==> config.mk <==
export PLATFORM = sky130hd
export DESIGN_NAME = rs232_rx_flat
export DESIGN_NICKNAME = d
export VERILOG_FILES = /design/src/rtl/rs232_rx_if.sv /design/src/rtl/rs232_rx.sv /design/src/flat_wrapper.sv
export SDC_FILE = /design/constraint.sdc
export NUM_CORES = 1
export LEC_CHECK = 0
export BUFFER_PORTS_ARGS = -buffer_cell sky130_fd_sc_hd__clkbuf_2
export CAP_MARGIN = 30
export CORE_MARGIN = 2
export CORE_UTILIZATION = 30
export DETAILED_ROUTE_END_ITERATION = 8
export HOLD_SLACK_MARGIN = 0.08
export PLACE_DENSITY = 0.51
export SLEW_MARGIN = 20
export SYNTH_ARGS = -nofsm -noshare
export SYNTH_HDL_FRONTEND = slang
export SYNTH_SLANG_ARGS = --single-unit
==> constraint.sdc <==
create_clock -name CLK_50MHZ -period 2.98 [get_ports CLK_50MHZ]
set_clock_uncertainty 0.15 [all_clocks]
set_input_delay 0.298 -clock CLK_50MHZ [delete_from_list [all_inputs] [get_ports CLK_50MHZ]]
set_output_delay 0.298 -clock CLK_50MHZ [all_outputs]
set_load 0.05 [all_outputs]
==> src/rtl/rs232_rx_if.sv <==
`default_nettype none
// ============================================================================
// Module      : rs232_rx_if
// Description : Serial line and received-byte signals of the RS-232 receiver.
//               The master side is the receiver. The slave side is the
//               line driver and byte consumer.
// Revision    : 1.0 - initial release
// ============================================================================
interface rs232_rx_if;
  logic       RX;
  logic [7:0] RX_DATA;
  logic       RX_DONE;
  logic       FRAME_ERR;
  logic       BUSY;

  modport master (
    input  RX,
    output RX_DATA,
    output RX_DONE,
    output FRAME_ERR,
    output BUSY
  );

  modport slave (
    output RX,
    input  RX_DATA,
    input  RX_DONE,
    input  FRAME_ERR,
    input  BUSY
  );
endinterface
`default_nettype wire

==> src/rtl/rs232_rx.sv <==
`default_nettype none
// ============================================================================
// Module      : rs232_rx
// Description : 8N1 UART receiver. Oversamples RX with the system clock and
//               samples each bit at mid-bit. Emits a one-cycle RX_DONE with
//               the byte, or a one-cycle FRAME_ERR when the stop bit is low.
// Revision    : 1.0 - initial release
// ============================================================================
module rs232_rx #(
  parameter int CLK_FREQ = 50000000,
  parameter int BAUD     = 115200
) (
  input  logic       CLK_50MHZ,
  input  logic       RST,
  rs232_rx_if.master bus
);

  localparam int DIV   = CLK_FREQ / BAUD;
  localparam int HALF  = DIV / 2;
  localparam int CNT_W = (DIV > 2) ? $clog2(DIV) : 1;
  localparam logic [CNT_W-1:0] CNT_LAST = CNT_W'(DIV - 1);
  localparam logic [CNT_W-1:0] CNT_MID  = CNT_W'(HALF - 1);

  // Too few clocks per bit leaves no room to find mid-bit reliably.
  generate
    if (DIV < 8) begin : g_div_check
      $error("rs232_rx: CLK_FREQ/BAUD must be at least 8");
    end
  endgenerate

  typedef enum logic [2:0] {
    S_IDLE  = 3'd0,
    S_START = 3'd1,
    S_DATA  = 3'd2,
    S_STOP  = 3'd3,
    S_BREAK = 3'd4
  } state_t;

  state_t           state_q, state_d;
  logic [CNT_W-1:0] cnt_q, cnt_d;
  logic [2:0]       idx_q, idx_d;
  logic [7:0]       sh_q, sh_d;
  logic [7:0]       data_q, data_d;
  logic             done_q, done_d;
  logic             ferr_q, ferr_d;
  logic             sync1_q;
  logic             rx_s_q;

  // Two-flop synchroniser; resets to the idle (high) line level.
  always_ff @(posedge CLK_50MHZ or negedge RST) begin
    if (!RST) begin
      sync1_q <= 1'b1;
      rx_s_q  <= 1'b1;
    end else begin
      sync1_q <= bus.RX;
      rx_s_q  <= sync1_q;
    end
  end

  // Receiver state, counters and registered outputs.
  always_ff @(posedge CLK_50MHZ or negedge RST) begin
    if (!RST) begin
      state_q <= S_IDLE;
      cnt_q   <= '0;
      idx_q   <= '0;
      sh_q    <= '0;
      data_q  <= '0;
      done_q  <= 1'b0;
      ferr_q  <= 1'b0;
    end else begin
      state_q <= state_d;
      cnt_q   <= cnt_d;
      idx_q   <= idx_d;
      sh_q    <= sh_d;
      data_q  <= data_d;
      done_q  <= done_d;
      ferr_q  <= ferr_d;
    end
  end

  // Next-state logic: strobes default low, everything else holds.
  always_comb begin
    state_d = state_q;
    cnt_d   = cnt_q;
    idx_d   = idx_q;
    sh_d    = sh_q;
    data_d  = data_q;
    done_d  = 1'b0;
    ferr_d  = 1'b0;
    case (state_q)
      S_IDLE: begin
        if (!rx_s_q) begin
          state_d = S_START;
          cnt_d   = '0;
        end
      end
      S_START: begin
        cnt_d = cnt_q + 1'b1;
        if (cnt_q == CNT_MID) begin
          if (!rx_s_q) begin
            state_d = S_DATA;
            cnt_d   = '0;
            idx_d   = '0;
          end else begin
            // Line went high again before mid-start: a glitch.
            state_d = S_IDLE;
          end
        end
      end
      S_DATA: begin
        cnt_d = cnt_q + 1'b1;
        if (cnt_q == CNT_LAST) begin
          sh_d  = {rx_s_q, sh_q[7:1]};
          cnt_d = '0;
          idx_d = idx_q + 1'b1;
          if (idx_q == 3'd7) begin
            state_d = S_STOP;
          end
        end
      end
      S_STOP: begin
        cnt_d = cnt_q + 1'b1;
        if (cnt_q == CNT_LAST) begin
          cnt_d = '0;
          if (rx_s_q) begin
            // Returning to IDLE at mid-stop leaves margin for a back-to-back start.
            data_d  = sh_q;
            done_d  = 1'b1;
            state_d = S_IDLE;
          end else begin
            ferr_d  = 1'b1;
            state_d = S_BREAK;
          end
        end
      end
      S_BREAK: begin
        if (rx_s_q) begin
          state_d = S_IDLE;
        end
      end
      default: begin
        state_d = S_IDLE;
      end
    endcase
  end

  assign bus.RX_DATA   = data_q;
  assign bus.RX_DONE   = done_q;
  assign bus.FRAME_ERR = ferr_q;
  assign bus.BUSY      = (state_q != S_IDLE);

endmodule
`default_nettype wire

==> src/flat_wrapper.sv <==
// flat-port wrapper written by rule: the top's interface ports become plain ports
module rs232_rx_flat 
#(
  parameter int CLK_FREQ = 50000000,
  parameter int BAUD     = 115200
)
  (CLK_50MHZ, RST, bus_RX, bus_RX_DATA, bus_RX_DONE, bus_FRAME_ERR, bus_BUSY);
  rs232_rx_if bus_i ();
  input  logic CLK_50MHZ;
  input  logic RST;
  input wire logic [$bits(bus_i.RX)-1:0] bus_RX;
  output wire logic [$bits(bus_i.RX_DATA)-1:0] bus_RX_DATA;
  output wire logic [$bits(bus_i.RX_DONE)-1:0] bus_RX_DONE;
  output wire logic [$bits(bus_i.FRAME_ERR)-1:0] bus_FRAME_ERR;
  output wire logic [$bits(bus_i.BUSY)-1:0] bus_BUSY;
  assign bus_i.RX = bus_RX;
  assign bus_RX_DATA = bus_i.RX_DATA;
  assign bus_RX_DONE = bus_i.RX_DONE;
  assign bus_FRAME_ERR = bus_i.FRAME_ERR;
  assign bus_BUSY = bus_i.BUSY;
  rs232_rx #(.CLK_FREQ(CLK_FREQ), .BAUD(BAUD)) u_core (.CLK_50MHZ(CLK_50MHZ), .RST(RST), .bus(bus_i));
endmodule
Word level (Yosys, flattened, before mapping):

Index checks and enable logic that the tools add are counted.

* equal/unequal tests: 14
* add/subtract/negate cells: 2
* reduce and logical (&&, ||, !) cells: 10
* mux-type cells: 24

Operators with widths (count)
* two-way mux 9 bit: 4
* two-way mux 3 bit: 10
* case mux 9 bit (3 select lines): 1
* case mux 3 bit (5 select lines): 1
* inequality test 2 x 1 -> 1 bit, second input constant: 5
* adder 9 x 1 -> 9 bit, second input constant: 1
* == test 9 x 8 -> 1 bit, second input constant: 1
* == test 9 bit, second input constant: 1
* == test 3 x 2 -> 1 bit, second input constant: 2
* == test 3 bit, second input constant: 2
* two-way mux 1 bit: 6
* case mux 3 bit (2 select lines): 1
* AND reduction 6 bit: 1
* nonzero test 3 bit: 2
* inequality test 2 bit, second input constant: 2
* AND reduction 2 bit: 2
* AND reduction 4 bit: 1
* adder 3 x 1 -> 3 bit, second input constant: 1
* == test 3 x 1 -> 1 bit, second input constant: 1
* logical NOT 3 bit: 1
* AND reduction 3 bit: 1
* two-way mux 2 bit: 1
* nonzero test 2 bit: 1
* OR reduction 2 bit: 1

* output and inout port bits: 11
* input bits: 3
* register bits after elaboration: 35
* logic and storage cells: 59

Depth between registers and ports, before layout:

* depth after elaboration: 4
* depth in mapped cells: 6

Least setup slack after synthesis:

No wires, ideal clock.

* path kind: register -> register
* start: reg u_core.cnt_q[0]
* end: reg u_core.state_q[1]
* data arrival time: 1.885 ns
* required time: 2.753 ns
* library setup time: 0.077 ns
* setup slack: 0.868 ns
* cell stages (with the launch flop): 7
* path buffers: 0
* cells stage by stage: dfrtp_1 > inv_1 > ha_1 > or4b_4 > o21a_4 > or4b_1 > a21oi_1

* cells in the longest elaborated chain, start to end: 3

Ends and longest elaborated chain
* from (decl): line rs232_rx.sv:40 `logic [CNT_W-1:0] cnt_q, cnt_d;`
* from (signal assigned): line rs232_rx.sv:72 `cnt_q <= cnt_d;`
* == test 9 bit or == test 9 x 8 -> 1 bit (tied branches): line rs232_rx.sv:112, rs232_rx.sv:123, rs232_rx.sv:99
* inequality test 2 x 1 -> 1 bit (no source line)
* AND reduction 6 bit (no source line) (*)
* to (signal assigned): line rs232_rx.sv:71 `state_q <= state_d;`
* to (decl): line rs232_rx.sv:39 `state_t state_q, state_d;`

Every way passes the cells marked *; elsewhere a longest branch is shown, timed or not.
A chain may end at the register's enable or synchronous reset.

Worst setup path in the final report:

Ends and elaborated chain as after synthesis.

==> results.yml <==
detailed_routing:
  antenna_left: 0
  remaining_drc_errors: 0
  dr.pass1.iters: 4
  wl_mm: 3.181
  drt_iter0_drc: 44
  viasPerCell: 4.991
  via_count: 1153
  routedWlPerCell_um: 13.77
logic_synthesis:
  synth_top_area_share_pct: 48.42
  synthesis.area_sq_mm: 0.001705
  synth_seq_area_share_pct: 51.50
  yosysTopAreaCell: "dfrtp_1"
  yosysWarnings: 0
  synth_nets: 148
  synthFlopType: "dfrtp_1"
  synthCells: 140
  synth.distinct_cells: 41
  async_flop_share_pct: 100.0
  yosys-top-cells-area: "dfrtp_1 48%, mux2_2 11%, ha_1 3.7%"
  synth_edf_count: 0
  ys_seq_elements: 35
  avgSynthCellArea_sq_um: 12.18
clocking:
  clockRootBuffer: "clkbuf_8"
  clk_latency_ns: 0.29
  cts_made_buffers: 5
  clock_path_buffers: 2
  cts_tree: "yes"
  htree_levels: 2
  clk_pin_slew_worst_paths_ns: 0.07
  cts_resized: 0
  clock-sinks: 35
setup_path:
  worst_setup_path_end_kind: "flop"
  crit_arrival_ns: 2.30
  crit_type: "reg2reg"
  crit_chain: "inv_1 -> ha_1 -> or4b_4 -> o21a_4 -> or4b_1 -> a21oi_1"
  start_kind: "flop"
  slowest_delay_ns: 0.47
  path_max_fanout: 6
  cp_slowest_cell: "or4b_4"
  required_ns: 3.05
timing:
  grt_setup_unrepaired: "false"
  fin_crit_sh_pct: 74.83
  layout_min_cycle_time_ns: 2.230
  relSlewSlack_pct: 44.04
  tns_ns: 0
  tightest_slew_ns: 0.8394
  final_hold_viol_count: 0
  setup_viol: 0
  finalMaxSlewViolations: 0
  fmax_mhz: 448.4
global_routing:
  met1_usage_pct: 14.11
  grtUsageTotal_pct: 11.27
  grt_max_degree: 36
  grtUsageMet3_pct: 3.959
  antenna_found_initial: 0
  grt_overflow: 0
  grt_pass1_vias: 1176
  grt.busiest_layer: "met2"
  grt_first_pass_wirelength_mm: 5.485
  grt.met2_usage_pct: 17.97
final_layout:
  layout.cells.non_filler: 231
  nets: 166
  area_growth_pct: 16.14
  antenna_cells: 0
  drive_gt1_share_pct: 30.19
floorplan:
  die_area_sq_mm: 0.006304
  die_x_um: 79.40
  start_util_pct: 30.97
  rows: 27
  core_area_sq_mm: 0.005507
  die_h_um: 79.40
  ios: 14
pwr:
  leakagePower_nw: 0.9747
  powerDensity_mw_per_mm2: 507.1
  peakVddDrop_v: 0.0002423
placement:
  gp_congestion: 0.8439
  hpwl_mm: 2.238
  port-buffer-count: 13
  dp_cells: 220
status:
  status: "finished clean"
hold_path:
  worstHoldPathType: "reg2reg"
run:
  cap_violations: 0
-- report_power, final --
part           total, mW  internal, mW  switching, mW  leakage [nW]
Clock              0.505         0.334          0.171        0.0654
Combinational     0.0194       0.00726         0.0122         0.442
Sequential         0.480         0.477        0.00210         0.467
Total               1.00         0.819          0.185         0.975
-- cell type report --
| type | count | area [sq um] |
|---|---|---|
| multi-input cells | 96 | 752.0 |
| clock buffers | 6 | 72.57 |
| inverters | 4 | 15.01 |
| clock inverters | 2 | 60.06 |
| well taps | 72 | 90.09 |
| fillers | 543 | 3526 |
| flip-flops and latches | 35 | 878.3 |
| repair buffers | 16 | 112.6 |
-- repair_timing --
item,in CTS,in global routing
setup buffers,0,0
hold buffers,2,0
endpoints found under the hold margin,34,0
setup endpoints to repair,0,0
-- final timing paths --
path                                 start                end  slack [ns]  depth (start not counted)
hold reg to reg             u_core.sync1_q      u_core.rx_s_q        0.21                          0
max in group asynchronous              RST     u_core.sync1_q        1.86                          3
setup / recovery           u_core.cnt_q[0]  u_core.state_q[1]        0.75                          6
setup reg to reg           u_core.cnt_q[0]  u_core.state_q[1]        0.75                          6
min in group asynchronous              RST    u_core.cnt_q[6]        0.30                          2
hold / removal              u_core.sync1_q      u_core.rx_s_q        0.21                          0
-- metrics by stage --
step                power, mW  hold WS, ns  util [%]  area [sq um]  worst slack, ns
floorplan              0.4922      -0.1476         -          1705           0.8680
global placement       0.5018       0.1964     32.70          1800           0.7976
detailed placement     0.5025       0.1997     32.70          1800           0.7366
CTS                     1.013       0.2090     35.47          1953           0.7317
global route            1.039       0.2144     35.97          1981           0.6330
finish                  1.004       0.2081     35.97          1981           0.7501
-- kinds of logic after synthesis --
logic type | share of synthesized area, %
adder cells (fa/ha/maj) | 3.668
buffers and inverters | 4.402
flip-flops | 51.50
AO/OA/AOI/OAI | 8.438
AND/OR/NAND/NOR | 17.83
multiplexers | 14.16
-- cells in the final DEF (no fill, tap or decap), types with 2 or more instances in the layout --
cell and count:
dfrtp_1 33, mux2_2 17, clkbuf_2 13, nand2_1 11, nor3_1 7, a21oi_1 7
nor2_1 6, mux2i_1 5, ha_1 5, clkbuf_8 5, inv_1 4, nand3_1 4
nand4_1 4, nand2b_1 2, a22o_1 2, o32ai_1 2, and3_1 2, bufinv_16 2
dlygate4sd3_1 2, dfstp_2 2
-- cell usage after synthesis (2+ instances only) --
cell and count:
nand2b_1 2, nor2_1 6, ha_1 5, dfstp_2 2
and3_1 2, o32ai_1 2, nand4_1 4, a21oi_1 7
nand3_1 4, nand2_1 11, mux2i_1 5, dfrtp_1 33
nor3_1 7, a22o_1 2, mux2_2 17, inv_1 4
clkbuf_8 3
-- flip-flops by register name, summed over array words and instances, names as in the netlist --
register              count
u_core.cnt_q              9
u_core.bus.RX_DATA        8
u_core.sh_q               8
u_core.idx_q              3
u_core.state_q            3
u_core.bus.FRAME_ERR      1
u_core.bus.RX_DONE        1
u_core.rx_s_q             1
u_core.sync1_q            1
-- critical path, delay by kind of cell (launching register included) --
family                     cells  cell delay [ns]
and+or+nand+nor                2             0.94
DFF                            1             0.44
AOI/OAI and AO/OA              2             0.38
adders and majority gates      1             0.14
buffers and inverters          1             0.11
-- metal layers --
metal / vias up / routed length [um]
li1: 548 / -
met5: - / 0
met4: 0 / 53
met2: 22 / 1473
met3: 8 / 140
met1: 575 / 1515
Note: power is estimated with default switching activity, not from simulation.
